--- src/rtl/flappy_pkg.sv ---
// Shared types and constants for the flappy game datapath.
package flappy_pkg;

    // Width of every screen coordinate carried through the datapath.
    localparam int COORD_W = 10;

    // Default number of pipe slots held by the scheduler.
    localparam int NUM_PIPES_DEFAULT = 3;

    // Pipe scheduler sequencing states.
    typedef enum logic [1:0] {
        IDLE,
        MOVE,
        SPAWN_CHK,
        REQ
    } sched_state_t;

    // Clamp a raw coordinate into the closed range [lo, hi].
    function automatic logic [COORD_W-1:0] clamp_coord(
        input logic [COORD_W-1:0] value,
        input logic [COORD_W-1:0] lo,
        input logic [COORD_W-1:0] hi
    );
        logic [COORD_W-1:0] result;
        if (value < lo) begin
            result = lo;
        end else if (value > hi) begin
            result = hi;
        end else begin
            result = value;
        end
        return result;
    endfunction

endpackage

--- src/rtl/free_slot_finder.sv ---
// Lowest-index free slot priority encoder over the pipe valid vector.
module free_slot_finder
    import flappy_pkg::*;
#(
    parameter int NUM_PIPES = NUM_PIPES_DEFAULT,
    parameter int IDX_W     = 2
) (
    input  logic [NUM_PIPES-1:0] pipe_valid,
    output logic                 any_free,
    output logic [IDX_W-1:0]     free_idx
);

    // Scan from the top down so the lowest free index is the last one written.
    always_comb begin
        any_free = 1'b0;
        free_idx = '0;
        for (int i = NUM_PIPES - 1; i >= 0; i--) begin
            if (!pipe_valid[i]) begin
                any_free = 1'b1;
                free_idx = IDX_W'(i);
            end
        end
    end

endmodule

--- src/rtl/pipe_scheduler.sv ---
// Multi-pipe sequencer: moves, retires, spawns and scores pipe slots once
// per frame while the game runs.
module pipe_scheduler
    import flappy_pkg::*;
#(
    parameter int NUM_PIPES    = NUM_PIPES_DEFAULT,
    parameter int SCREEN_WIDTH = 640,
    parameter int PIPE_WIDTH   = 30,
    parameter int PIPE_SPEED   = 4,
    parameter int SPAWN_GAP    = 220,
    parameter int BIRD_X       = 200,
    parameter int GAP_MIN_Y    = 40,
    parameter int GAP_MAX_Y    = 340
) (
    input  logic                           clk,
    input  logic                           reset,
    input  logic                           run,
    input  logic                           clear,
    input  logic                           frame_tick,
    output logic                           height_req,
    input  logic                           height_ack,
    input  logic [COORD_W-1:0]             height_in,
    output logic [COORD_W*NUM_PIPES-1:0]   pipe_x,
    output logic [COORD_W*NUM_PIPES-1:0]   pipe_y,
    output logic [NUM_PIPES-1:0]           pipe_valid,
    output logic                           score_pulse,
    output logic                           busy,
    output logic                           overrun
);

    localparam int IDX_W = (NUM_PIPES > 2) ? 2 : 1;
    localparam int SUM_W = COORD_W + 1;

    localparam logic [COORD_W-1:0] SPEED_C   = COORD_W'(PIPE_SPEED);
    localparam logic [COORD_W-1:0] SCREEN_C  = COORD_W'(SCREEN_WIDTH);
    localparam logic [COORD_W-1:0] GAP_C     = COORD_W'(SPAWN_GAP);
    localparam logic [COORD_W-1:0] MIN_Y_C   = COORD_W'(GAP_MIN_Y);
    localparam logic [COORD_W-1:0] MAX_Y_C   = COORD_W'(GAP_MAX_Y);
    localparam logic [SUM_W-1:0]   WIDTH_S   = SUM_W'(PIPE_WIDTH);
    localparam logic [SUM_W-1:0]   BIRD_S    = SUM_W'(BIRD_X);
    localparam logic [SUM_W-1:0]   SPEED_S   = SUM_W'(PIPE_SPEED);
    localparam logic [SUM_W-1:0]   GAP_S     = SUM_W'(SPAWN_GAP);
    localparam logic [IDX_W-1:0]   LAST_IDX  = IDX_W'(NUM_PIPES - 1);

    sched_state_t state_q, state_d;
    logic [IDX_W-1:0]   idx_q, idx_d;
    logic [COORD_W-1:0] dist_q, dist_d;
    logic               pending_q, pending_d;
    logic               overrun_q, overrun_d;
    logic               req_q, req_d;
    logic               score_q, score_d;
    logic [COORD_W-1:0] x_q [NUM_PIPES];
    logic [COORD_W-1:0] x_d [NUM_PIPES];
    logic [COORD_W-1:0] y_q [NUM_PIPES];
    logic [COORD_W-1:0] y_d [NUM_PIPES];
    logic [NUM_PIPES-1:0] valid_q, valid_d;

    logic               any_free;
    logic [IDX_W-1:0]   free_idx;

    logic [COORD_W-1:0] moved_x;
    logic [SUM_W-1:0]   old_edge;
    logic [SUM_W-1:0]   new_edge;
    logic [SUM_W-1:0]   dist_sum;
    logic [COORD_W-1:0] dist_next;

    free_slot_finder #(
        .NUM_PIPES (NUM_PIPES),
        .IDX_W     (IDX_W)
    ) u_free_slot_finder (
        .pipe_valid (valid_q),
        .any_free   (any_free),
        .free_idx   (free_idx)
    );

    // Next-state logic: clear wins, then tick bookkeeping, then per-state work.
    always_comb begin
        state_d   = state_q;
        idx_d     = idx_q;
        dist_d    = dist_q;
        pending_d = pending_q;
        overrun_d = overrun_q;
        req_d     = req_q;
        score_d   = 1'b0;
        x_d       = x_q;
        y_d       = y_q;
        valid_d   = valid_q;
        moved_x   = '0;
        old_edge  = '0;
        new_edge  = '0;
        dist_sum  = {1'b0, dist_q} + SPEED_S;
        dist_next = (dist_sum >= GAP_S) ? GAP_C : dist_sum[COORD_W-1:0];

        if (clear) begin
            state_d   = IDLE;
            idx_d     = '0;
            dist_d    = GAP_C;
            pending_d = 1'b0;
            overrun_d = 1'b0;
            req_d     = 1'b0;
            valid_d   = '0;
            for (int i = 0; i < NUM_PIPES; i++) begin
                x_d[i] = '0;
                y_d[i] = '0;
            end
        end else begin
            if (state_q != IDLE && frame_tick) begin
                if (!pending_q) begin
                    pending_d = 1'b1;
                end else begin
                    overrun_d = 1'b1;
                end
            end

            case (state_q)
                IDLE: begin
                    if (run && (frame_tick || pending_q)) begin
                        state_d   = MOVE;
                        idx_d     = '0;
                        pending_d = 1'b0;
                    end
                end

                MOVE: begin
                    for (int i = 0; i < NUM_PIPES; i++) begin
                        if (IDX_W'(i) == idx_q && valid_q[i]) begin
                            if (x_q[i] < SPEED_C) begin
                                valid_d[i] = 1'b0;
                            end else begin
                                moved_x  = x_q[i] - SPEED_C;
                                x_d[i]   = moved_x;
                                old_edge = {1'b0, x_q[i]} + WIDTH_S;
                                new_edge = {1'b0, moved_x} + WIDTH_S;
                                if (old_edge >= BIRD_S && new_edge < BIRD_S) begin
                                    score_d = 1'b1;
                                end
                            end
                        end
                    end
                    if (idx_q == LAST_IDX) begin
                        state_d = SPAWN_CHK;
                        idx_d   = '0;
                    end else begin
                        idx_d = idx_q + 1'b1;
                    end
                end

                SPAWN_CHK: begin
                    if (dist_next >= GAP_C && any_free) begin
                        state_d = REQ;
                        req_d   = 1'b1;
                    end else begin
                        dist_d  = dist_next;
                        state_d = IDLE;
                    end
                end

                REQ: begin
                    if (height_ack) begin
                        for (int i = 0; i < NUM_PIPES; i++) begin
                            if (IDX_W'(i) == free_idx) begin
                                valid_d[i] = 1'b1;
                                x_d[i]     = SCREEN_C;
                                y_d[i]     = clamp_coord(height_in, MIN_Y_C, MAX_Y_C);
                            end
                        end
                        dist_d  = '0;
                        req_d   = 1'b0;
                        state_d = IDLE;
                    end
                end

                default: begin
                    state_d = IDLE;
                end
            endcase
        end
    end

    // State and slot registers with asynchronous active-low reset.
    always_ff @(posedge clk or negedge reset) begin
        if (!reset) begin
            state_q   <= IDLE;
            idx_q     <= '0;
            dist_q    <= GAP_C;
            pending_q <= 1'b0;
            overrun_q <= 1'b0;
            req_q     <= 1'b0;
            score_q   <= 1'b0;
            valid_q   <= '0;
            for (int i = 0; i < NUM_PIPES; i++) begin
                x_q[i] <= '0;
                y_q[i] <= '0;
            end
        end else begin
            state_q   <= state_d;
            idx_q     <= idx_d;
            dist_q    <= dist_d;
            pending_q <= pending_d;
            overrun_q <= overrun_d;
            req_q     <= req_d;
            score_q   <= score_d;
            valid_q   <= valid_d;
            x_q       <= x_d;
            y_q       <= y_d;
        end
    end

    // Pack the slot arrays onto the flat output vectors.
    for (genvar g = 0; g < NUM_PIPES; g++) begin : g_pack
        assign pipe_x[COORD_W*g +: COORD_W] = x_q[g];
        assign pipe_y[COORD_W*g +: COORD_W] = y_q[g];
    end

    assign pipe_valid  = valid_q;
    assign height_req  = req_q;
    assign score_pulse = score_q;
    assign overrun     = overrun_q;
    assign busy        = (state_q != IDLE);

endmodule

--- config.mk ---
export PLATFORM = sky130hd
export DESIGN_NAME = pipe_scheduler
export DESIGN_NICKNAME = d
export VERILOG_FILES = /design/src/rtl/flappy_pkg.sv /design/src/rtl/free_slot_finder.sv /design/src/rtl/pipe_scheduler.sv
export SDC_FILE = /design/constraint.sdc
export NUM_CORES = 1
export LEC_CHECK = 0
export CORE_AREA = 5 5 99 101
export DETAILED_ROUTE_END_ITERATION = 7
export DIE_AREA = 0 0 104 106
export DONT_BUFFER_PORTS = 1
export HOLD_SLACK_MARGIN = 0.15
export PLACE_DENSITY = 0.81
export SYNTH_ARGS = -nofsm -noshare
export SYNTH_HDL_FRONTEND = slang
export SYNTH_SLANG_ARGS = --single-unit
--- constraint.sdc ---
create_clock -name clk -period 2.5 [get_ports clk]
set_clock_uncertainty 0.15 [all_clocks]
set_input_delay 0.625 -clock clk [delete_from_list [all_inputs] [get_ports clk]]
set_output_delay 0.625 -clock clk [all_outputs]
set_load 0.005 [all_outputs]
# --- Yosys cells after proc, flatten, opt, wreduce, memory -nomap -nowiden ---
# Index checks and enable logic that the tools add are counted.
totals:
  register_bits: 81
  output_inout_bits: 67
  word_cells: 178
op_classes:
  add_sub_neg: 11
  n_lt_le_gt_ge: 13
  eq_ne: 25
  mux: 75
  n_reduce_logical: 38
ops:
  columns: ["operator", "n"]
  rows:
  - ["$mux W10", 18]
  - ["$mux W30", 5]
  - ["$add A10 B5 Y11 const B", 6]
  - ["$pmux W30 S2", 1]
  - ["$ne A3 B3 Y1 const B", 17]
  - ["$ge A11 B8 Y1 const B", 4]
  - ["$lt A11 B8 Y1 const B", 3]
  - ["$mux W1", 33]
  - ["$lt A10 B3 Y1 const B", 3]
  - ["$reduce_and A5 Y1", 6]
  - ["$sub A10 B3 Y10 const B", 3]
  - ["$mux W2", 11]
  - ["$pmux W10 S2", 1]
  - ["$reduce_and A3 Y1", 6]
  - ["$reduce_bool A2 Y1", 8]
  - ["$add A10 B3 Y11 const B", 1]
  - ["$ge A10 B8 Y1 const B", 1]
  - ["$gt A10 B9 Y1 const B", 1]
  - ["$lt A10 B6 Y1 const B", 1]
  - ["$logic_and A1 B1 Y1", 9]
  - ["$reduce_bool A3 Y1", 3]
  - ["$pmux W2 S4", 1]
  - ["$eq A2 B2 Y1 const B", 3]
  - ["$logic_not A2 Y1", 3]
  - ["other kinds (10)", 14]

# --- Logic depth before layout (Yosys ltp) ---
depth:
  word_depth: 15
  ltp_mapped: 11

# --- By module ---
# From an unflattened synthesis, not the netlist that was laid out.
hier_totals:
  hier_cells: 610
  hier_area_um2: 5017.3
modules_own_cells:
  columns: ["mod", "instances", "cells_each", "area_each_um2", "seq_area_each_um2"]
  rows:
  - ["pipe_scheduler", 1, 607, 4993.5, 1883.1]
  - ["free_slot_finder", 1, 3, 23.8, 0.0]

# --- Worst setup path after synthesis ---
# OpenSTA, ideal clock, no wires.
synth_path:
  path_kind: "register -> register"
  startpoint: "reg x_q (netlist bit pipe_x[12])"
  endpoint: "reg score_q, in the netlist score_pulse"
  setup_time_ps: 137
  arrival_ps: 2262
  slack_ps: -49
  stages_incl_launch_ff: 12
  period_less_slack_ps: 2549
  path_cell_list: "dfrtp_1 clkbuf_1 inv_1 ha_1 buf_4 or4b_4 or4_1 nand3_1 o21a_1 o22ai_1 o2111ai_1 o311ai_1"
synth_between:
  elab_chain_len: 12
  word_cells_on_any_way: 15
synth_rtl:
  columns: ["element", "line_no", "rtl"]
  rows:
  - ["start: declaration", "pipe_scheduler.sv:52", "logic [COORD_W-1:0] x_q [NUM_PIPES];"]
  - ["start signal: indexed assignment", "pipe_scheduler.sv:192", "x_q[i] <= '0;"]
  - ["start signal: assignment", "pipe_scheduler.sv:204", "x_q <= x_d;"]
  - ["$sub A10 B3 Y10", "pipe_scheduler.sv:130", "moved_x = x_q[i] - SPEED_C;"]
  - ["$add A10 B5 Y11", "pipe_scheduler.sv:133", "new_edge = {1'b0, moved_x} + WIDTH_S;"]
  - ["$lt A11 B8 Y1", "pipe_scheduler.sv:134", "if (old_edge >= BIRD_S && new_edge < BIRD_S) begin"]
  - ["$logic_and A1 B1 Y1", "pipe_scheduler.sv:134", null]
  - ["$mux W1", "pipe_scheduler.sv:134", null]
  - ["$mux W1 (*)", "pipe_scheduler.sv:127", "if (x_q[i] < SPEED_C) begin"]
  - ["$mux W1 (*)", "pipe_scheduler.sv:126", "if (IDX_W'(i) == idx_q && valid_q[i]) begin"]
  - ["$mux W1", "pipe_scheduler.sv:134", null]
  - ["$mux W1", "pipe_scheduler.sv:127", null]
  - ["$mux W1 (*)", "pipe_scheduler.sv:126", null]
  - ["$mux W1 (*)", "pipe_scheduler.sv:115", "case (state_q)"]
  - ["$mux W1 (*)", "pipe_scheduler.sv:94", "if (clear) begin"]
  - ["net score_d", "pipe_scheduler.sv:51", "logic score_q, score_d;"]
  - ["end signal: assignment", "pipe_scheduler.sv:202", "score_q <= score_d;"]
  - ["end: declaration", "pipe_scheduler.sv:51", null]
# The timed path passes the listed nets; every way through them passes the cells marked *.
# A chain may end at the register's enable or synchronous reset.

# --- Worst setup path after layout ---
# Same ends and word-level chain as after synthesis.

==> impl_metrics.ini <==
[outcome]
status = finished, violations left
violations = negative hold slack, negative setup slack

[global_route]
grt_overflow_total = 0
grt_antenna_before_repair = 0
grt_pass1_vias = 4418
grtUsageTotal_pct = 23.1
grt_first_pass_wirelength_mm = 21.5
grt_start_max_net_pins = 76

[clocking]
worst_setup_hold_path_clk_slew_ns = 0.09
cts_tree = built
clockBufferDepth = 2
number_of_buffers_added_by_the_clock_tree_synthesis_step = 9
worst_skew_pair.late_latency_ns = 0.35
total_number_of_clock_tree_sinks = 75
cts_htree_levels = 3
cts-root-buf = sky130_fd_sc_hd__clkbuf_8

[logic_synthesis]
post_synth_edffs = 0
async_reset_ff_share_pct = 100
ys_seq_area_share_pct = 37.5
syn_area_mm2 = 0.00502
yosys.cell_types.count = 74
synth_area_per_cell_um2 = 8.39
synthesis_warnings = 0
ys_ff_latch = 75
postSynthCellCount = 598
top_reg_cell_synth = sky130_fd_sc_hd__dfrtp_1

[timing]
finalHoldViolations = 75
post-route-min-period_ns = 2.51
setup_tns_ns = -0.0112
hold-worst-slack_ns = -0.181
timing.final.ws_setup_ns = -0.0112
fin_crit_sh_pct = 100
final-setup-viol-count = 1
max_slew.worst_pin.slew_ns = 0.595
timing.fmax_ghz = 0.398
unrepaired_setup_endpoints_after_global_routing = yes
drv_slew = 0
maxSlewHeadroom_pct = 59.3

[place]
pre_cts_ws_ns = -0.0214
detailedPlacementHpwl_mm = 8.99
routabilityCongestion = 0.949
io_buffer_count = 0

[floorplan]
fp-row-count = 35
die-width_um = 104
floorplan.die_area_mm2 = 0.0110
start_util_pct = 56.1
num_io_pins = 83
floorplan.core_area_mm2 = 0.00893
chipHeight_um = 106

[final_layout]
final_net_count = 635
utilization_pct = 62.0
area_growth_syn_to_layout_pct = 10.5
share_of_post_route_cells_with_drive_strength_above_1_pct = 17.0
layout.filler_cells = 755
antenna_cells = 0

[route]
detail_route.wirelength_mm = 13.0
wire_per_inst_um = 18.0
via_cell_ratio = 6.39
drtPass1Iterations = 5
drc = 0
drtIter0Drc = 508
vias = 4625
number_of_nets_still_failing_antenna_checks_after_routing = 0

[power_and_ir_drop]
power.density_mw_per_mm2 = 1060
power_leakage_nw = 2.41
power.ir.vdd_worst_mv = 0.463

[worst_setup_path]
timing.rr.start = pipe_x[12]$_DFFE_PN0P_
crit_path_end_kind = register
critical_path_slowest_stage_cell = sky130_fd_sc_hd__dfrtp_1
required_arrival_time_at_the_worst_endpoint_ns = 2.60
startpoint_type = register
cp_data_arrival_time_ns = 2.61
startpoint = pipe_x[12]$_DFFE_PN0P_
critPathTopFamily = compound AO/OA/AOI/OAI gates
critical_path_peak_fanout = 8
critPathKind = reg -> reg
cp_cell_sequence = inv_1, ha_2, buf_4, or2_2, o21ai_0, a22oi_1, or3_1, o22ai_2, o2111ai_2, o311ai_2
worst_path_largest_cell_delay_ns = 0.35
critPathBufInv = 2

[worst_hold_path]
min_path_type = in -> async

[run]
cap_violations = 0
where the power goes:
| group | leakage (nW) | switching, mW | internal (mW) |
|---|---|---|---|
| registers | 1.01 | 0.436 | 1.46 |
| clock network | 0.0984 | 0.502 | 0.477 |
| logic | 1.30 | 1.69 | 1.32 |
| total | 2.41 | 2.63 | 3.25 |
stage by stage:
step / power [mW] / cell area (µm²) / std cells
after floorplan: 3.90 / 5040 / 603
after global placement: 4.49 / 5180 / 701
after detailed placement: 4.62 / 5180 / 701
after CTS: 5.61 / 5390 / 717
after global routing: 6.33 / 5540 / 724
final: 5.89 / 5540 / 724
registers in the layout (all words and copies together) (netlist names):
register     count
pipe_y          30
dist_q          10
pipe_valid       3
height_req       1
idx_q            2
state_q          2
pipe_x          24
overrun          1
score_pulse      1
pending_q        1
cells in the final DEF (no fill, tap or decap), drive strengths merged, types with 4 or more instances in the layout:
master and count:
a211oi 11, a21o 14, a21oi 39, a22o 4
a311oi 5, a31oi 11, and2 5, and3 5
buf 42, clkbuf 9, conb 6, dfrtp 70
dfstp 5, ha 11, inv 19, nand2 51
nand2b 14, nand3 15, nand3b 13, nand4 5
nor2 65, nor3 16, nor3b 12, nor4 4
o211ai 5, o21a 7, o21ai 63, o31ai 11
or2 6, or3 7, xnor2 8, xor2 7
path summary, 6_finish.rpt:
kind | end | slack, ns | depth (start not counted)
min in group clk | overrun$_DFFE_PN0P_ | 0.19 | 1
setup / recovery | score_pulse$_DFF_PN0_ | -0.01 | 10
setup reg to reg | score_pulse$_DFF_PN0_ | -0.01 | 10
hold / removal | pipe_x[2]$_DFFE_PN0P_ | -0.18 | 0
max in group asynchronous | dist_q[6]$_DFFE_PN1P_ | 2.18 | 0
hold reg to reg | dist_q[6]$_DFFE_PN1P_ | 0.36 | 2
what timing repair did:
item	in CTS	in global routing
gates cloned	0	1
setup buffers	0	6
hold endpoints to repair	75	75
resized for setup	1	21
setup endpoints to repair	2	18
pin swaps	2	13
layer usage:
| metal | global-route usage [%] | routed length (µm) | up-vias | share of wire, % |
|---|---|---|---|---|
| met1 | 30.2 | 5310 | 2194 | 41 |
| met4 | 9.34 | 313 | 0 | 2.4 |
| met5 | 0 | 0 | - | 0 |
| met3 | 6.80 | 1250 | 34 | 9.6 |
| met2 | 35.9 | 6150 | 223 | 47 |
| li1 | - | - | 2174 | - |
cells in the mapped netlist (11+ instances only):
cell,instances,area share (%)
sky130_fd_sc_hd__a21o_1,11,1.6
sky130_fd_sc_hd__a21oi_1,36,3.6
sky130_fd_sc_hd__a31oi_1,11,1.4
sky130_fd_sc_hd__clkbuf_1,28,2.1
sky130_fd_sc_hd__dfrtp_1,70,35
sky130_fd_sc_hd__ha_1,11,2.7
sky130_fd_sc_hd__inv_1,16,1.2
sky130_fd_sc_hd__nand2_1,51,3.8
sky130_fd_sc_hd__nand2b_1,14,1.7
sky130_fd_sc_hd__nand3_1,15,1.5
sky130_fd_sc_hd__nand3b_1,13,1.9
sky130_fd_sc_hd__nor2_1,65,4.9
sky130_fd_sc_hd__nor3_1,16,1.6
sky130_fd_sc_hd__nor3b_1,11,1.6
sky130_fd_sc_hd__o21ai_0,63,6.3
cells by family after synthesis:
| family | Yosys count | synth area share (%) |
|---|---|---|
| AO/OA/AOI/OAI | 197 | 26.0 |
| AND/OR/NAND/NOR | 230 | 23.7 |
| buffers and inverters | 65 | 6.39 |
| flip-flops | 75 | 37.5 |
| multiplexers | 3 | 0.673 |
| adder cells (fa/ha/maj) | 12 | 2.94 |
| XOR/XNOR | 15 | 2.62 |
| other | 1 | 0.0748 |
final cells by class:
cell class	instances	area, µm²	area share, %
Clock buffer	9	124	2.23
Clock inverter	7	82.6	1.49
Timing Repair Buffer	42	319	5.76
Inverter	16	60.1	1.08
Tap cell	111	139	2.51
Sequential cell	75	1880	34.0
Multi-Input combinational cell	464	2940	53.0
Power figures use the tool's default switching activity.
